File: src/rtl/mem_arbiter_pkg.sv
// mem_arbiter_pkg: shared constants for the two-port memory arbiter.
//   PORT_CPU / PORT_AUX   port indices used for last_grant / rd_port
//   *_DEF                 default parameter values
//   cnt_width()           width of the burst counter holding 0..BURST
package mem_arbiter_pkg;

    localparam logic PORT_CPU = 1'b0;
    localparam logic PORT_AUX = 1'b1;

    localparam int ADDR_WIDTH_DEF = 6;
    localparam int DATA_WIDTH_DEF = 16;
    localparam int BURST_DEF      = 4;

    function automatic int cnt_width(input int burst);
        return $clog2(burst + 1);
    endfunction

endpackage

File: src/rtl/mem_arbiter_if.sv
// mem_arbiter_if: bundle of both requester ports plus the memory bus.
//   req*/we*/addr*/wdata*     requester -> arbiter
//   gnt*/rvalid*/rdata*       arbiter -> requester
//   mem_we/mem_addr/mem_data  arbiter -> memory
//   mem_in                    memory registered read data -> arbiter
// slave  : the arbiter's view.
// master : the environment's view (both requesters and the memory).
interface mem_arbiter_if #(
    parameter int ADDR_WIDTH = 6,
    parameter int DATA_WIDTH = 16
);
    logic                  req0,   req1;
    logic                  we0,    we1;
    logic [ADDR_WIDTH-1:0] addr0,  addr1;
    logic [DATA_WIDTH-1:0] wdata0, wdata1;
    logic                  gnt0,   gnt1;
    logic                  rvalid0, rvalid1;
    logic [DATA_WIDTH-1:0] rdata0, rdata1;
    logic                  mem_we;
    logic [ADDR_WIDTH-1:0] mem_addr;
    logic [DATA_WIDTH-1:0] mem_data;
    logic [DATA_WIDTH-1:0] mem_in;

    modport slave (
        input  req0, req1, we0, we1, addr0, addr1, wdata0, wdata1, mem_in,
        output gnt0, gnt1, rvalid0, rvalid1, rdata0, rdata1,
               mem_we, mem_addr, mem_data
    );

    modport master (
        output req0, req1, we0, we1, addr0, addr1, wdata0, wdata1, mem_in,
        input  gnt0, gnt1, rvalid0, rvalid1, rdata0, rdata1,
               mem_we, mem_addr, mem_data
    );
endinterface

File: src/rtl/mem_arbiter_rr_select.sv
// rr_select: combinational winner pick for the two-port arbiter.
//   req0/req1     requests
//   last_grant    port granted most recently
//   granted_prev  a grant was issued in the previous cycle
//   cnt           consecutive grants to last_grant (saturates at BURST)
//   gnt0/gnt1     one-hot winner, both low when nobody requests
module rr_select
    import mem_arbiter_pkg::*;
#(
    parameter int BURST = BURST_DEF,
    parameter int CNT_W = cnt_width(BURST)
) (
    input  logic             req0,
    input  logic             req1,
    input  logic             last_grant,
    input  logic             granted_prev,
    input  logic [CNT_W-1:0] cnt,
    output logic             gnt0,
    output logic             gnt1
);
    logic keep;
    logic win;

    always_comb begin
        gnt0 = 1'b0;
        gnt1 = 1'b0;
        // The current owner keeps the bus under contention only while its
        // run is unbroken and still short of BURST.
        keep = granted_prev && (cnt < CNT_W'(BURST));
        win  = keep ? last_grant : ~last_grant;
        case ({req1, req0})
            2'b01:   gnt0 = 1'b1;
            2'b10:   gnt1 = 1'b1;
            2'b11: begin
                gnt0 = ~win;
                gnt1 = win;
            end
            default: ;
        endcase
    end
endmodule

File: src/rtl/mem_arbiter.sv
// mem_arbiter: shares a single-port memory (sync write, 1-cycle registered
// read) between port 0 (cpu) and port 1 (aux). Round-robin with a bounded
// burst, zero-latency grant, read data routed back one cycle later.
//   clk    system clock
//   rst_n  synchronous active-low reset
//   bus    mem_arbiter_if.slave: both request ports and the memory bus
module mem_arbiter
    import mem_arbiter_pkg::*;
#(
    parameter int ADDR_WIDTH = ADDR_WIDTH_DEF,
    parameter int DATA_WIDTH = DATA_WIDTH_DEF,
    parameter int BURST      = BURST_DEF
) (
    input  logic          clk,
    input  logic          rst_n,
    mem_arbiter_if.slave  bus
);
    localparam int CNT_W = cnt_width(BURST);

    logic             last_grant;
    logic             granted_prev;
    logic [CNT_W-1:0] cnt;
    logic             rd_pend;
    logic             rd_port;

    logic                       sel0, sel1;
    logic [1:0]                 gnt;
    logic                       gnt_any;
    logic                       gnt_port;
    logic [1:0]                 we_p;
    logic [1:0][ADDR_WIDTH-1:0] addr_p;
    logic [1:0][DATA_WIDTH-1:0] wdata_p;
    logic                       mem_we_c;
    logic [ADDR_WIDTH-1:0]      mem_addr_c;
    logic [DATA_WIDTH-1:0]      mem_data_c;
    logic [1:0]                 rvalid;
    logic [1:0][DATA_WIDTH-1:0] rdata_q;
    logic [1:0][DATA_WIDTH-1:0] rdata;

    rr_select #(.BURST(BURST), .CNT_W(CNT_W)) u_sel (
        .req0         (bus.req0),
        .req1         (bus.req1),
        .last_grant   (last_grant),
        .granted_prev (granted_prev),
        .cnt          (cnt),
        .gnt0         (sel0),
        .gnt1         (sel1)
    );

    // Reset masks grants, which in turn keeps mem_we low.
    assign gnt      = {sel1 & rst_n, sel0 & rst_n};
    assign gnt_any  = |gnt;
    assign gnt_port = gnt[1];

    assign we_p    = {bus.we1, bus.we0};
    assign addr_p  = {bus.addr1, bus.addr0};
    assign wdata_p = {bus.wdata1, bus.wdata0};

    always_comb begin
        mem_we_c   = 1'b0;
        mem_addr_c = '0;
        mem_data_c = '0;
        if (gnt_any) begin
            mem_we_c   = we_p[gnt_port];
            mem_addr_c = addr_p[gnt_port];
            mem_data_c = wdata_p[gnt_port];
        end
    end

    // Arbitration state and read tracking.
    always_ff @(posedge clk) begin
        if (!rst_n) begin
            last_grant   <= PORT_AUX;   // port 0 wins the first tie
            granted_prev <= 1'b0;
            cnt          <= '0;
            rd_pend      <= 1'b0;
            rd_port      <= PORT_CPU;
        end else if (gnt_any) begin
            if (granted_prev && (gnt_port == last_grant))
                cnt <= (cnt == CNT_W'(BURST)) ? cnt : cnt + 1'b1;
            else
                cnt <= CNT_W'(1);
            last_grant   <= gnt_port;
            granted_prev <= 1'b1;
            rd_pend      <= ~we_p[gnt_port];
            rd_port      <= gnt_port;
        end else begin
            granted_prev <= 1'b0;
            rd_pend      <= 1'b0;
        end
    end

    // rvalid is decoded from registered state; gating with rst_n drops a
    // read that was in flight when reset arrived.
    assign rvalid[0] = rst_n & rd_pend & (rd_port == PORT_CPU);
    assign rvalid[1] = rst_n & rd_pend & (rd_port == PORT_AUX);

    // mem_in is already the memory's registered output, so it is passed
    // straight through in the rvalid cycle and captured to hold afterwards.
    always_ff @(posedge clk) begin
        if (!rst_n) begin
            rdata_q <= '0;
        end else begin
            for (int p = 0; p < 2; p++)
                if (rvalid[p]) rdata_q[p] <= bus.mem_in;
        end
    end

    always_comb begin
        for (int p = 0; p < 2; p++)
            rdata[p] = rvalid[p] ? bus.mem_in : rdata_q[p];
    end

    assign bus.gnt0     = gnt[0];
    assign bus.gnt1     = gnt[1];
    assign bus.rvalid0  = rvalid[0];
    assign bus.rvalid1  = rvalid[1];
    assign bus.rdata0   = rdata[0];
    assign bus.rdata1   = rdata[1];
    assign bus.mem_we   = mem_we_c;
    assign bus.mem_addr = mem_addr_c;
    assign bus.mem_data = mem_data_c;
endmodule
File: src/flat_wrapper.sv
// flat-port wrapper written by rule: the top's interface ports become plain ports
module mem_arbiter_flat import mem_arbiter_pkg::*;
#(
    parameter int ADDR_WIDTH = ADDR_WIDTH_DEF,
    parameter int DATA_WIDTH = DATA_WIDTH_DEF,
    parameter int BURST      = BURST_DEF
)
  (clk, rst_n, bus_req0, bus_req1, bus_we0, bus_we1, bus_addr0, bus_addr1, bus_wdata0, bus_wdata1, bus_mem_in, bus_gnt0, bus_gnt1, bus_rvalid0, bus_rvalid1, bus_rdata0, bus_rdata1, bus_mem_we, bus_mem_addr, bus_mem_data);
  mem_arbiter_if #(.ADDR_WIDTH(ADDR_WIDTH), .DATA_WIDTH(DATA_WIDTH)) bus_i ();
  input  logic clk;
  input  logic rst_n;
  input wire logic [$bits(bus_i.req0)-1:0] bus_req0;
  input wire logic [$bits(bus_i.req1)-1:0] bus_req1;
  input wire logic [$bits(bus_i.we0)-1:0] bus_we0;
  input wire logic [$bits(bus_i.we1)-1:0] bus_we1;
  input wire logic [$bits(bus_i.addr0)-1:0] bus_addr0;
  input wire logic [$bits(bus_i.addr1)-1:0] bus_addr1;
  input wire logic [$bits(bus_i.wdata0)-1:0] bus_wdata0;
  input wire logic [$bits(bus_i.wdata1)-1:0] bus_wdata1;
  input wire logic [$bits(bus_i.mem_in)-1:0] bus_mem_in;
  output wire logic [$bits(bus_i.gnt0)-1:0] bus_gnt0;
  output wire logic [$bits(bus_i.gnt1)-1:0] bus_gnt1;
  output wire logic [$bits(bus_i.rvalid0)-1:0] bus_rvalid0;
  output wire logic [$bits(bus_i.rvalid1)-1:0] bus_rvalid1;
  output wire logic [$bits(bus_i.rdata0)-1:0] bus_rdata0;
  output wire logic [$bits(bus_i.rdata1)-1:0] bus_rdata1;
  output wire logic [$bits(bus_i.mem_we)-1:0] bus_mem_we;
  output wire logic [$bits(bus_i.mem_addr)-1:0] bus_mem_addr;
  output wire logic [$bits(bus_i.mem_data)-1:0] bus_mem_data;
  assign bus_i.req0 = bus_req0;
  assign bus_i.req1 = bus_req1;
  assign bus_i.we0 = bus_we0;
  assign bus_i.we1 = bus_we1;
  assign bus_i.addr0 = bus_addr0;
  assign bus_i.addr1 = bus_addr1;
  assign bus_i.wdata0 = bus_wdata0;
  assign bus_i.wdata1 = bus_wdata1;
  assign bus_i.mem_in = bus_mem_in;
  assign bus_gnt0 = bus_i.gnt0;
  assign bus_gnt1 = bus_i.gnt1;
  assign bus_rvalid0 = bus_i.rvalid0;
  assign bus_rvalid1 = bus_i.rvalid1;
  assign bus_rdata0 = bus_i.rdata0;
  assign bus_rdata1 = bus_i.rdata1;
  assign bus_mem_we = bus_i.mem_we;
  assign bus_mem_addr = bus_i.mem_addr;
  assign bus_mem_data = bus_i.mem_data;
  mem_arbiter #(.ADDR_WIDTH(ADDR_WIDTH), .DATA_WIDTH(DATA_WIDTH), .BURST(BURST)) u_core (.clk(clk), .rst_n(rst_n), .bus(bus_i));
endmodule
File: config.mk
export PLATFORM = sky130hd
export DESIGN_NAME = mem_arbiter_flat
export DESIGN_NICKNAME = d
export VERILOG_FILES = /design/src/rtl/mem_arbiter_pkg.sv /design/src/rtl/mem_arbiter_if.sv /design/src/rtl/mem_arbiter_rr_select.sv /design/src/rtl/mem_arbiter.sv /design/src/flat_wrapper.sv
export SDC_FILE = /design/constraint.sdc
export NUM_CORES = 1
export LEC_CHECK = 0
export ABC_CLOCK_PERIOD_IN_PS = 2500
export BUFFER_PORTS_ARGS = -buffer_cell sky130_fd_sc_hd__buf_2
export CORE_MARGIN = 4
export CORE_UTILIZATION = 39
export DETAILED_ROUTE_END_ITERATION = 12
export PLACE_DENSITY = 0.73
export SLEW_MARGIN = 20
export SYNTH_ARGS = -nofsm -noshare
export SYNTH_HDL_FRONTEND = slang
export SYNTH_SLANG_ARGS = --single-unit
File: constraint.sdc
create_clock -name clk -period 2.5 [get_ports clk]
set_input_delay 0.625 -clock clk [delete_from_list [all_inputs] [get_ports clk]]
set_output_delay 0.625 -clock clk [all_outputs]
set_load 0.005 [all_outputs]
==> results of run 1 <==
[final timing paths]
path                      start              to  slack [ns]
setup reg to reg  u_core.cnt[2]  u_core.rd_pend        1.03
hold / removal    u_core.cnt[1]   u_core.cnt[1]        0.50
setup / recovery  u_core.cnt[2]      bus_mem_we        0.15
hold reg to reg   u_core.cnt[1]   u_core.cnt[1]        0.50
[cells by family (layout without fill, tap and decap cells)]
logic type | Yosys count | after routing | synth area share
AND/OR/NAND/NOR | 77 | 77 | 0.2028
AO/OA/AOI/OAI | 61 | 61 | 0.1864
flip-flops | 39 | 39 | 0.3668
multiplexers | 32 | 32 | 0.1693
buffers and inverters | 25 | 146 | 0.05526
adder cells (fa/ha/maj) | 2 | 2 | 0.01176
XOR/XNOR | 1 | 1 | 0.007645
[synthesized netlist by cell type]
cell | count | area, sq um
nand2_1 | 31 | 116.4
o211a_1 | 1 | 10.01
clkbuf_1 | 11 | 41.29
nand3_4 | 1 | 17.52
o21ai_1 | 19 | 95.09
nor2b_1 | 2 | 12.51
o211ai_1 | 23 | 172.7
buf_4 | 3 | 22.52
nor2b_2 | 1 | 8.760
a21boi_0 | 1 | 7.510
o21ai_0 | 7 | 35.03
nand4_1 | 1 | 6.260
and2_1 | 34 | 212.7
o221a_1 | 1 | 11.26
a21oi_1 | 2 | 10.01
mux2_1 | 2 | 22.52
buf_2 | 4 | 20.02
dfxtp_1 | 39 | 780.8
a211o_1 | 1 | 8.760
o21a_1 | 3 | 22.52
a21o_1 | 1 | 7.510
nand3b_4 | 1 | 20.02
buf_6 | 1 | 11.26
clkinv_1 | 1 | 3.750
nand3b_1 | 1 | 7.510
nand2_4 | 1 | 11.26
nand3_1 | 2 | 10.01
nor3_1 | 1 | 5.000
o311a_1 | 1 | 10.01
mux2_2 | 30 | 337.8
nor2_1 | 1 | 3.750
xnor2_2 | 1 | 16.27
o22ai_1 | 1 | 6.260
ha_1 | 2 | 25.02
inv_1 | 5 | 18.77
[cells in the final DEF, fill, tap and decap left out]
master	synthesis	final
a211o_1	1	1
a21boi_0	1	1
a21o_1	1	1
a21oi_1	2	2
and2_1	34	34
buf_12	0	2
buf_2	4	124
buf_4	3	6
clkbuf_1	11	2
clkbuf_8	0	5
clkinv_1	1	1
clkinv_2	0	1
dfxtp_1	39	39
ha_1	2	2
inv_1	5	5
mux2_1	2	2
mux2_2	30	30
nand2_1	31	31
nand2_4	1	1
nand3_1	2	2
nand3_4	1	1
nand3b_1	1	1
nand3b_4	1	1
nand4_1	1	1
nor2_1	1	1
nor2b_1	2	2
nor2b_2	1	1
nor3_1	1	1
o211a_1	1	1
o211ai_1	23	23
o21a_1	3	3
o21ai_0	7	7
o21ai_1	19	19
o221a_1	1	1
o22ai_1	1	1
o311a_1	1	1
xnor2_2	1	1
[stage by stage]
stage	hold WS [ns]	utilization	worst slack, ns	power [uW]	area, sq um
after floorplan	0.4629	-	0.2958	817.3	2128
after global placement	0.4923	0.5430	0.2284	952.2	2826
after detailed placement	0.4941	0.5430	0.1859	958.4	2826
after CTS	0.5043	0.5587	0.1540	1365	2908
after global routing	0.5384	0.5587	0.01324	1421	2908
final	0.5029	0.5587	0.1460	1349	2908
[flip-flops by register name (all words and copies together), names as in the netlist]
name	count
u_core.cnt	3
u_core.rd_port	1
u_core.rd_pend	1
u_core.granted_prev	1
u_core.last_grant	1
u_core.rdata_q	32
[per-layer routing]
| metal | part of all wire | vias up |
|---|---|---|
| met2 | 0.53 | 51 |
| met3 | 0.047 | 9 |
| met1 | 0.41 | 956 |
| li1 | - | 1067 |
| met4 | 0.012 | 0 |
| met5 | 0 | - |
[layout make-up]
type / count / area, sq um
repair buffers: 132 / 705.7
flip-flops and latches: 39 / 780.7
fillers: 500 / 2297
multi-input cells: 173 / 1230
inverters: 6 / 22.52
clock inverters: 1 / 5.005
well taps: 70 / 87.58
clock buffers: 7 / 76.32
[power by group]
part	switching (uW)	internal (uW)
sequential	11.2	639
combinational	146	147
clock	211	196
total	368	981
[critical path: cells and delay by family (launching register included)]
kind / cells / cell delay, ns
buffers and inverters: 2 / 0.44
AND/OR/NAND/NOR: 1 / 0.09
AO/OA/AOI/OAI: 2 / 0.22
XOR/XNOR: 1 / 0.22
flip-flops: 1 / 0.46
==> impl_results.md, run 1 <==
* Outcome: finished, final reports clean
* Crit-path cells: nor2b_2 > xnor2_2 > buf_4 > o211ai_1 > o21ai_0 > buf_2
* CTS tree: built
* Worst Hold Class: reg -> reg
* Die H at 81.87 um
* Nets at 425
* Core area at 0.005205 sq mm
* CP required at about 1.9 ns
* Initial Util at 0.4089
* Critical path data arrival time at 1.73 ns
* WHS Path Cells at 2
* VDD IR-drop max at roughly 0.36 mV
* # diodes at 0
* Clock Tree Buf Depth at 2
* Cts bufs inserted at 5
* Die W at between 80 and 90 um
* # clock sinks at 39
* RePlAce Congestion at 0.8582
* Layout cells sized above 1 at 0.4832
* Synth Cell Area at 0.002128 sq mm
* Worst path slowest cell: dfxtp_1
* Clock transition at path regs at 0.08 ns
* Initial antenna violation count at 0
* Final Critical Period at 2.354 ns
* Core Rows at 26
* Worst-Margin Slew at approximately 0.28 ns
* Slew HR at 0.8123
* Residual DRC at 0
* Pwr dens at 463.9 mW/mm^2
* WS Path Type: reg -> out
* Max-Cap Viols at 0
* Clock root buffer: clkbuf_8
* Met3 usage at 0.03838
* Critical Path End Type: primary output
* WL final at 5794 um
* Vias/cell at 4.867
* Vias in the first global route at roughly 2000
* Leakage power at 0.001501 uW
* Startpoint types: register
* Mean post-synth cell area at 8.980 sq um
* Final setup vio count at 0
* Setup bufs post-CTS at 0
* Global-route wire length before repair at 8866 um
* # port buffers at 124
* DR pass1 iterations at 4
* RSZ-0062 raised after global routing: no
* Post-CTS Hold Buffers at 0
* # H-tree levels at 2
* Die Area at about 0.0067 sq mm
* Final worst clock skew at 0.006110 ns
* Total negative slack at 0 ns
* Final ANT Viol Nets at 0
* Detailed Place HPWL at 4481 um
* #FFs+latches synth at 39
* Routed wire length per instance at 13.54 um
* Met1 GRT Util at 0.1981
* Total GRT Usage at 0.1686
* Final Hold Viols at 0
* Syn. warnings at 0
* Drt first-iter violations at 122
* Fin crit share at 0.9416
* Crit path max fanout at 23
* Layout area overhead at 36.63%
* GRT busiest layer: met2
* Register area share after synthesis at 0.3668
* Synth cell types at 35
* Cell count after synthesis at 237
* Met2 usage at 0.3078
* Post-synth net total at 305
* Fmax at 424.8 MHz
* Total grt overflow at 0
* Via count at between 2000 and 2500
* Placed cells at 420
* Crit-path max cell delay at 0.46 ns
* I/O Pins at 125
* Worst-Skew Late Latency at 0.29 ns
* Largest net degree at the start of global routing at 32
* Final slew viol count at 0
* Post-CTS Resized at 0
* R2R cell count at 5
* Finished Layout Cells at 428
Power figures use the tool's default switching activity.
==> run 2: changes to the inputs <==
--- a/config.mk
+++ b/config.mk
@@ -7,10 +7,12 @@
 export LEC_CHECK = 0
 export ABC_CLOCK_PERIOD_IN_PS = 2500
 export BUFFER_PORTS_ARGS = -buffer_cell sky130_fd_sc_hd__buf_2
+export CELL_PAD_IN_SITES_DETAIL_PLACEMENT = 0
+export CELL_PAD_IN_SITES_GLOBAL_PLACEMENT = 2
 export CORE_MARGIN = 4
-export CORE_UTILIZATION = 39
+export CORE_UTILIZATION = 23
 export DETAILED_ROUTE_END_ITERATION = 12
-export PLACE_DENSITY = 0.73
+export PLACE_DENSITY_LB_ADDON = 0.1
 export SLEW_MARGIN = 20
 export SYNTH_ARGS = -nofsm -noshare
 export SYNTH_HDL_FRONTEND = slang
==> run 2 against run 1 <==
  * Clock power is 29% higher
  * Maximum frequency is 2.2% higher
  * Cell area is 3.5% higher
  * Cell count is 9.6% higher
  * Sequential share of layout area is 0.90 points lower
  * Die area is 62% higher
  * Count of clock-buffer cells in the layout is 2 lower
  * First-iteration DRC count is 53% lower
  * Flip-flop and latch count stayed put
  * Register-to-register slack better by 0.04 ns
  * Critical endpoint is now bus_mem_data[0]
  * Highest routed layer unchanged
==> impl_results.md, run 2 (synthesized netlist as in run 1, its figures left out) <==
* Outcome: finished, final reports clean
* Fillers at 951 (+90%)
* Total grt overflow at 0 (unchanged)
* # clock sinks at 39 (unchanged)
* Most flops, register: u_core.rdata_q
* Clock root buffer: clkbuf_8
* Cts bufs inserted at 5 (unchanged)
* RePlAce Congestion at 0.7199 (-16%)
* Nets at 428 (+0.71%)
* Die Area at 0.01086 sq mm (+62%)
* Initial antenna violation count at 0 (unchanged)
* Final Critical Period at 2.304 ns (-0.05030 ns)
* Die W at 104.2 um (+27%)
* NetSw at 388.9 uW (+5.8%)
* Sequential power share at 0.440 (-0.042)
* Vias/cell at 4.456 (-8.4%)
* Global-route wire length before repair at 10810 um (+22%)
* WS Path Type: reg -> out
* Clock transition at path regs at 0.08 ns (about the same)
* Logic pwr share at 0.205 (-0.012)
* RSZ-0062 raised after global routing: no
* Startpoint types: register
* Placed cells at 461 (+9.8%)
* Worst Hold Class: reg -> reg
* CTS tree: built
* Layout cells sized above 1 at 0.4931 (+0.009835)
* Final ANT Viol Nets at 0 (unchanged)
* Final slew viol count at 0 (unchanged)
* Clock power share at 0.355 (+0.054)
* I/O Pins at 125 (unchanged)
* Slew HR at 0.8168 (+0.004420)
* Total negative slack at 0 ns (unchanged)
* Core area at 0.008848 sq mm (+70%)
* Fin crit share at 0.9215 (-0.02012)
* Clock Tree Buf Depth at 2 (unchanged)
* Reg area at 780.7 sq um (unchanged)
* Number of flip-flops under the largest register name at 32 (unchanged)
* Core Rows at 34 (+31%)
* Max-Cap Viols at 0 (unchanged)
* DR pass1 iterations at 4 (unchanged)
* Routed wire length per instance at 14.05 um (+3.8%)
* R2R Setup Slk at 1.07 ns (+0.04 ns)
* Worst-Margin Slew at 0.2749 ns (-0.006246 ns)
* Initial Util at 0.2405 (-0.1684)
* Vias in the first global route at 2078 (+6.7%)
* Fmax at 434.1 MHz (+2.2%)
* Largest net degree at the start of global routing at 33 (+3.1%)
* Layout area overhead at 41.39%
* Pwr dens at 490.5 mW/mm^2 (+5.7%)
* Residual DRC at 0 (unchanged)
* Total GRT Usage at 0.1209 (-0.04768)
* R2R cell count at 5 (unchanged)
* Die H at 104.2 um (+27%)
* Most frequent cells in the layout: 124 x buf_2, 39 x dfxtp_1, 34 x and2_1
* Critical Path End Type: primary output
* CP required at 1.88 ns (about the same)
* Worst-Skew Late Latency at 0.29 ns (about the same)
* Leakage power at 0.001531 uW (+2.1%)
* Largest regs: u_core.rdata_q x32, u_core.cnt x3
* Finished Layout Cells at 469 (+9.6%)
* Internal at 1087 uW (+11%)
* Post-CTS Resized at 0 (unchanged)
* Final setup vio count at 0 (unchanged)
* Setup bufs post-CTS at 0 (unchanged)
* # port buffers at 124 (unchanged)
* Crit path max fanout at 21 (-8.7%)
* Final worst clock skew at 0.005269 ns (-0.0008404 ns)
* Post-CTS Hold Buffers at 0 (unchanged)
* WHS Path Cells at 2 (unchanged)
* VDD IR-drop max at 0.1914 mV (-47%)
* # diodes at 0 (unchanged)
* Sw Share at 0.2634 (-0.009131)
* Final Hold Viols at 0 (unchanged)
* Commonest non-fill, non-tap cell in the layout: buf_2
* Drt first-iter violations at 57 (-53%)
* Via count at 2090 (+0.34%)
* Detailed Place HPWL at 5016 um (+12%)
* WL final at 6591 um (+14%)
* # H-tree levels at 2 (unchanged)
* Area of the multi-input gates at 0.001230 sq mm (unchanged)
* Critical path data arrival time at 1.68 ns (-0.05 ns)
[run 2: worst paths after layout]
check | startpoint | to
worst max-delay path | u_core.cnt[2] | bus_mem_data[0]
worst min-delay path | u_core.cnt[1] | u_core.cnt[1]
worst max register to register | u_core.cnt[2] | u_core.rd_pend
worst min register to register | u_core.cnt[1] | u_core.cnt[1]
[run 2: worst max-delay path, cell delays in order, from the launching register on]
cell	delay [ns]
dfxtp_1	0.46
nor2b_2	0.09
xnor2_2	0.15
o21a_1	0.23
buf_12	0.17
o21ai_0	0.15
buf_2	0.13
[run 2: layout make-up]
cell class                 instances  area share
multi-input combinational        173      0.4087
sequential                        39      0.2595
timing repair buffer             135      0.2420
tap                              108     0.04491
clock buffer                       5     0.02287
clock inverter                     3     0.01455
inverter                           6    0.007484
[run 2: layer usage]
layer | wire [um] | share of wire | vias up | global-route usage
met5 | 0 | 0 | - | 0
met4 | 68 | 0.010 | 0 | 0.03704
met3 | 383 | 0.058 | 5 | 0.02669
met2 | 3168 | 0.48 | 71 | 0.2071
met1 | 2971 | 0.45 | 942 | 0.1512
li1 | - | - | 1072 | -
[run 2: power groups by stage]
| stage | combinational, uW | sequential [uW] | clock, uW |
|---|---|---|---|
| after floorplan | 156 | 662 | 0 |
| after global placement | 311 | 664 | 0 |
| after detailed placement | 308 | 664 | 0 |
| after CTS | 309 | 650 | 550 |
| after global routing | 337 | 652 | 574 |
| final | 303 | 650 | 524 |
[run 2: metrics by stage]
stage | instance area, sq um | util | power (uW) | hold WS (ns) | worst slack (ns)
finish | 3009 | 0.3401 | 1476 | 0.5022 | 0.1963
CTS | 3009 | 0.3401 | 1509 | 0.5025 | 0.1622
global placement | 2897 | 0.3273 | 975.0 | 0.5023 | 0.1850
floorplan | 2128 | - | 817.3 | 0.4629 | 0.2958
detailed placement | 2897 | 0.3273 | 972.6 | 0.4913 | 0.1794
global route | 3009 | 0.3401 | 1563 | 0.5170 | 0.05524
==> run 3: changes to the inputs <==
--- a/config.mk
+++ b/config.mk
@@ -13,6 +13,7 @@
 export CORE_UTILIZATION = 23
 export DETAILED_ROUTE_END_ITERATION = 12
 export PLACE_DENSITY_LB_ADDON = 0.1
+export REMOVE_ABC_BUFFERS = 1
 export SLEW_MARGIN = 20
 export SYNTH_ARGS = -nofsm -noshare
 export SYNTH_HDL_FRONTEND = slang
==> run 3 against run 2 <==
  * Clock skew decreased by 0.00088 ns
  * Clock power decreased by 21%
  * Count of clock-buffer cells in the layout increased by 1
  * Highest routed layer unchanged
  * Largest power group unchanged
  * Sequential power about the same
  * Global-route usage decreased by 0.077 points
  * Flip-flop and latch count unchanged
  * First-iteration DRC count decreased by 1.8%
  * Via count increased by 0.67%
  * Sequential share of layout area increased by 0.27 points
  * Largest cell class unchanged
  * Combinational power about the same
  * Cell count decreased by 0.21%
==> impl_results.md, run 3 (synthesized netlist as in run 1, its figures left out) <==
* Final Critical Period at 2.324 ns (+0.02028 ns)
* Post-CTS Hold Buffers at 0 (unchanged)
* Levels on crit path at 6 (unchanged)
* Logic pwr share at 0.221 (+0.016)
* Leakage power at 0.001511 uW (-1.3%)
* CP required at 1.88 ns (about the same)
* Final setup vio count at 0 (unchanged)
* Commonest non-fill, non-tap cell in the layout: buf_2
* Clock root buffer: clkbuf_8
* Sw Share at 0.2788 (+0.01536)
* Most frequent cells in the layout: 124 x buf_2, 39 x dfxtp_1, 34 x and2_1
* Buf+Inv Stages, Crit Path at 2 (unchanged)
* CTS tree: built
* Worst path slowest cell: dfxtp_1
* Crit-path max cell delay at 0.47 ns (about the same)
* Worst-Margin Slew at 0.2979 ns (+0.02299 ns)
* Detailed Place HPWL at 4921 um (-1.9%)
* Final worst clock skew at 0.004387 ns (-0.0008826 ns)
* Crit-path cells: nor2b_2 > xnor2_2 > o21a_1 > buf_4 > o21ai_0 > buf_2
* Final instance area at 0.002978 sq mm (-1.0%)
* Largest regs: u_core.rdata_q x32, u_core.cnt x3
* Total grt overflow at 0 (unchanged)
* NetSw at 380.3 uW (-2.2%)
* WL final at 6689 um (+1.5%)
* Outcome: finished, final reports clean
* Slew HR at 0.8014 (-0.01533)
* Residual DRC at 0 (unchanged)
* Fin crit share at 0.9296 (+0.008112)
* VDD IR-drop max at 0.1708 mV (-11%)
* Hold Crit Endpoint: u_core.cnt[1]
* Initial Util at 0.2405 (unchanged)
* R2r startpoint: u_core.cnt[2]
* I/O Pins at 125 (unchanged)
* Die W at 104.2 um (unchanged)
* Vias/cell at 4.496 (+0.88%)
* Via count at 2104 (+0.67%)
* Final slew viol count at 0 (unchanged)
* Sequential power share at 0.476 (+0.036)
* # diodes at 0 (unchanged)
* Drt first-iter violations at 56 (-1.8%)
* Clock Tree Buf Depth at 2 (unchanged)
* Fmax at 430.3 MHz (-0.87%)
* Max-Cap Viols at 0 (unchanged)
* # port buffers at 124 (unchanged)
* Post-CTS Resized at 0 (unchanged)
* Routed wire length per instance at 14.29 um (+1.7%)
* Worst Hold Class: reg -> reg
* Setup bufs post-CTS at 0 (unchanged)
* Critical path data arrival time at 1.70 ns (+0.02 ns)
* Crit path max fanout at 14 (-33%)
* Worst-Skew Late Latency at 0.29 ns (about the same)
* Most flops, register: u_core.rdata_q
* Worst reg2reg path endpoint: u_core.rd_pend
* Initial antenna violation count at 0 (unchanged)
* WS Path Type: reg -> out
* Core area at 0.008848 sq mm (unchanged)
* Delay-heaviest family, CP: flip-flops
* Nets at 427 (-0.23%)
* Layout cells sized above 1 at 0.4889 (-0.004186)
* Core Rows at 34 (unchanged)
* R2R Setup Slk at 1.09 ns (+0.02 ns)
* Largest net degree at the start of global routing at 33 (unchanged)
* Final ANT Viol Nets at 0 (unchanged)
* Number of flip-flops under the largest register name at 32 (unchanged)
* Placement Cell Area at 0.002889 sq mm (-0.26%)
* Cts bufs inserted at 5 (unchanged)
* Total GRT Usage at 0.1202 (-0.0007662)
* Vias in the first global route at 2080 (+0.096%)
* Total negative slack at 0 ns (unchanged)
* RePlAce Congestion at 0.6582 (-8.6%)
* Die H at 104.2 um (unchanged)
* Internal at 983.6 uW (-9.5%)
* Worst Min Path Start: u_core.cnt[1]
* RSZ-0062 raised after global routing: no
* Global-route wire length before repair at 10730 um (-0.77%)
* # clock sinks at 39 (unchanged)
* Critical Path End Type: primary output
* Pwr dens at 458.0 mW/mm^2 (-6.6%)
* # H-tree levels at 2 (unchanged)
* DR pass1 iterations at 4 (unchanged)
* Die Area at 0.01086 sq mm (unchanged)
* R2R cell count at 5 (unchanged)
* Final Hold Viols at 0 (unchanged)
* Startpoint types: register
* WHS Path Cells at 2 (unchanged)
* Clock power share at 0.302 (-0.053)
* Layout area overhead at 39.92%
* Clock transition at path regs at 0.07 ns (about the same)
==> run 3: changes by cell type in the layout (fill, tap and decap cells not counted), sizes merged <==
cell	change
clkbuf	+1
bufinv	-1
buf	-1
clkinvlp	+1
clkinv	-1
==> run 3: worst max path at each step <==
stage	to	slack, ns	from
after floorplan	bus_mem_addr[5]	-0.08	rst_n
after global placement	bus_rdata1[8]	0.15	rst_n
after detailed placement	bus_rdata1[12]	0.13	rst_n
after CTS	bus_mem_we	0.12	u_core.cnt[2]
after global routing	bus_mem_data[15]	0.05	u_core.cnt[2]
final	bus_mem_data[0]	0.18	u_core.cnt[2]
==> run 3: final cells by class <==
class	instances	area, sq um
tap	108	135.1
multi-input combinational	173	1230
fill	985	5871
inverter	6	22.52
clock buffer	6	72.57
clock inverter	2	12.51
timing repair buffer	134	724.4
sequential	39	780.7
==> run 3: metal layers <==
metal / wire length (um) / GRT usage
met1: 2908 / 0.1497
met2: 3302 / 0.2033
met3: 410 / 0.03538
met4: 68 / 0.02944
met5: 0 / 0
==> run 3: worst min-delay path: cells and delay by family, from the launching register on <==
family	cells	cell delay, ns
DFF	1	0.33
and+or+nand+nor	1	0.06
AOI/OAI and AO/OA	1	0.06
==> run 3: power by group through the flow <==
stage               clock (uW)  sequential [uW]  combinational (uW)
floorplan                    0              662                 135
finish                     413              649                 302
global placement             0              664                 306
CTS                        439              650                 307
global route               461              652                 338
detailed placement           0              664                 306
==> run 3: metrics by stage <==
step / util / hold WS [ns] / cells / setup WS (ns) / total power, uW
after floorplan: - / 0.4629 / 218 / -0.07556 / 796.6
after global placement: 0.3265 / 0.4867 / 460 / 0.1504 / 970.5
after detailed placement: 0.3265 / 0.4911 / 460 / 0.1274 / 970.2
after CTS: 0.3361 / 0.5028 / 468 / 0.1208 / 1395
after global routing: 0.3365 / 0.5215 / 468 / 0.05051 / 1451
final: 0.3365 / 0.4954 / 468 / 0.1761 / 1364
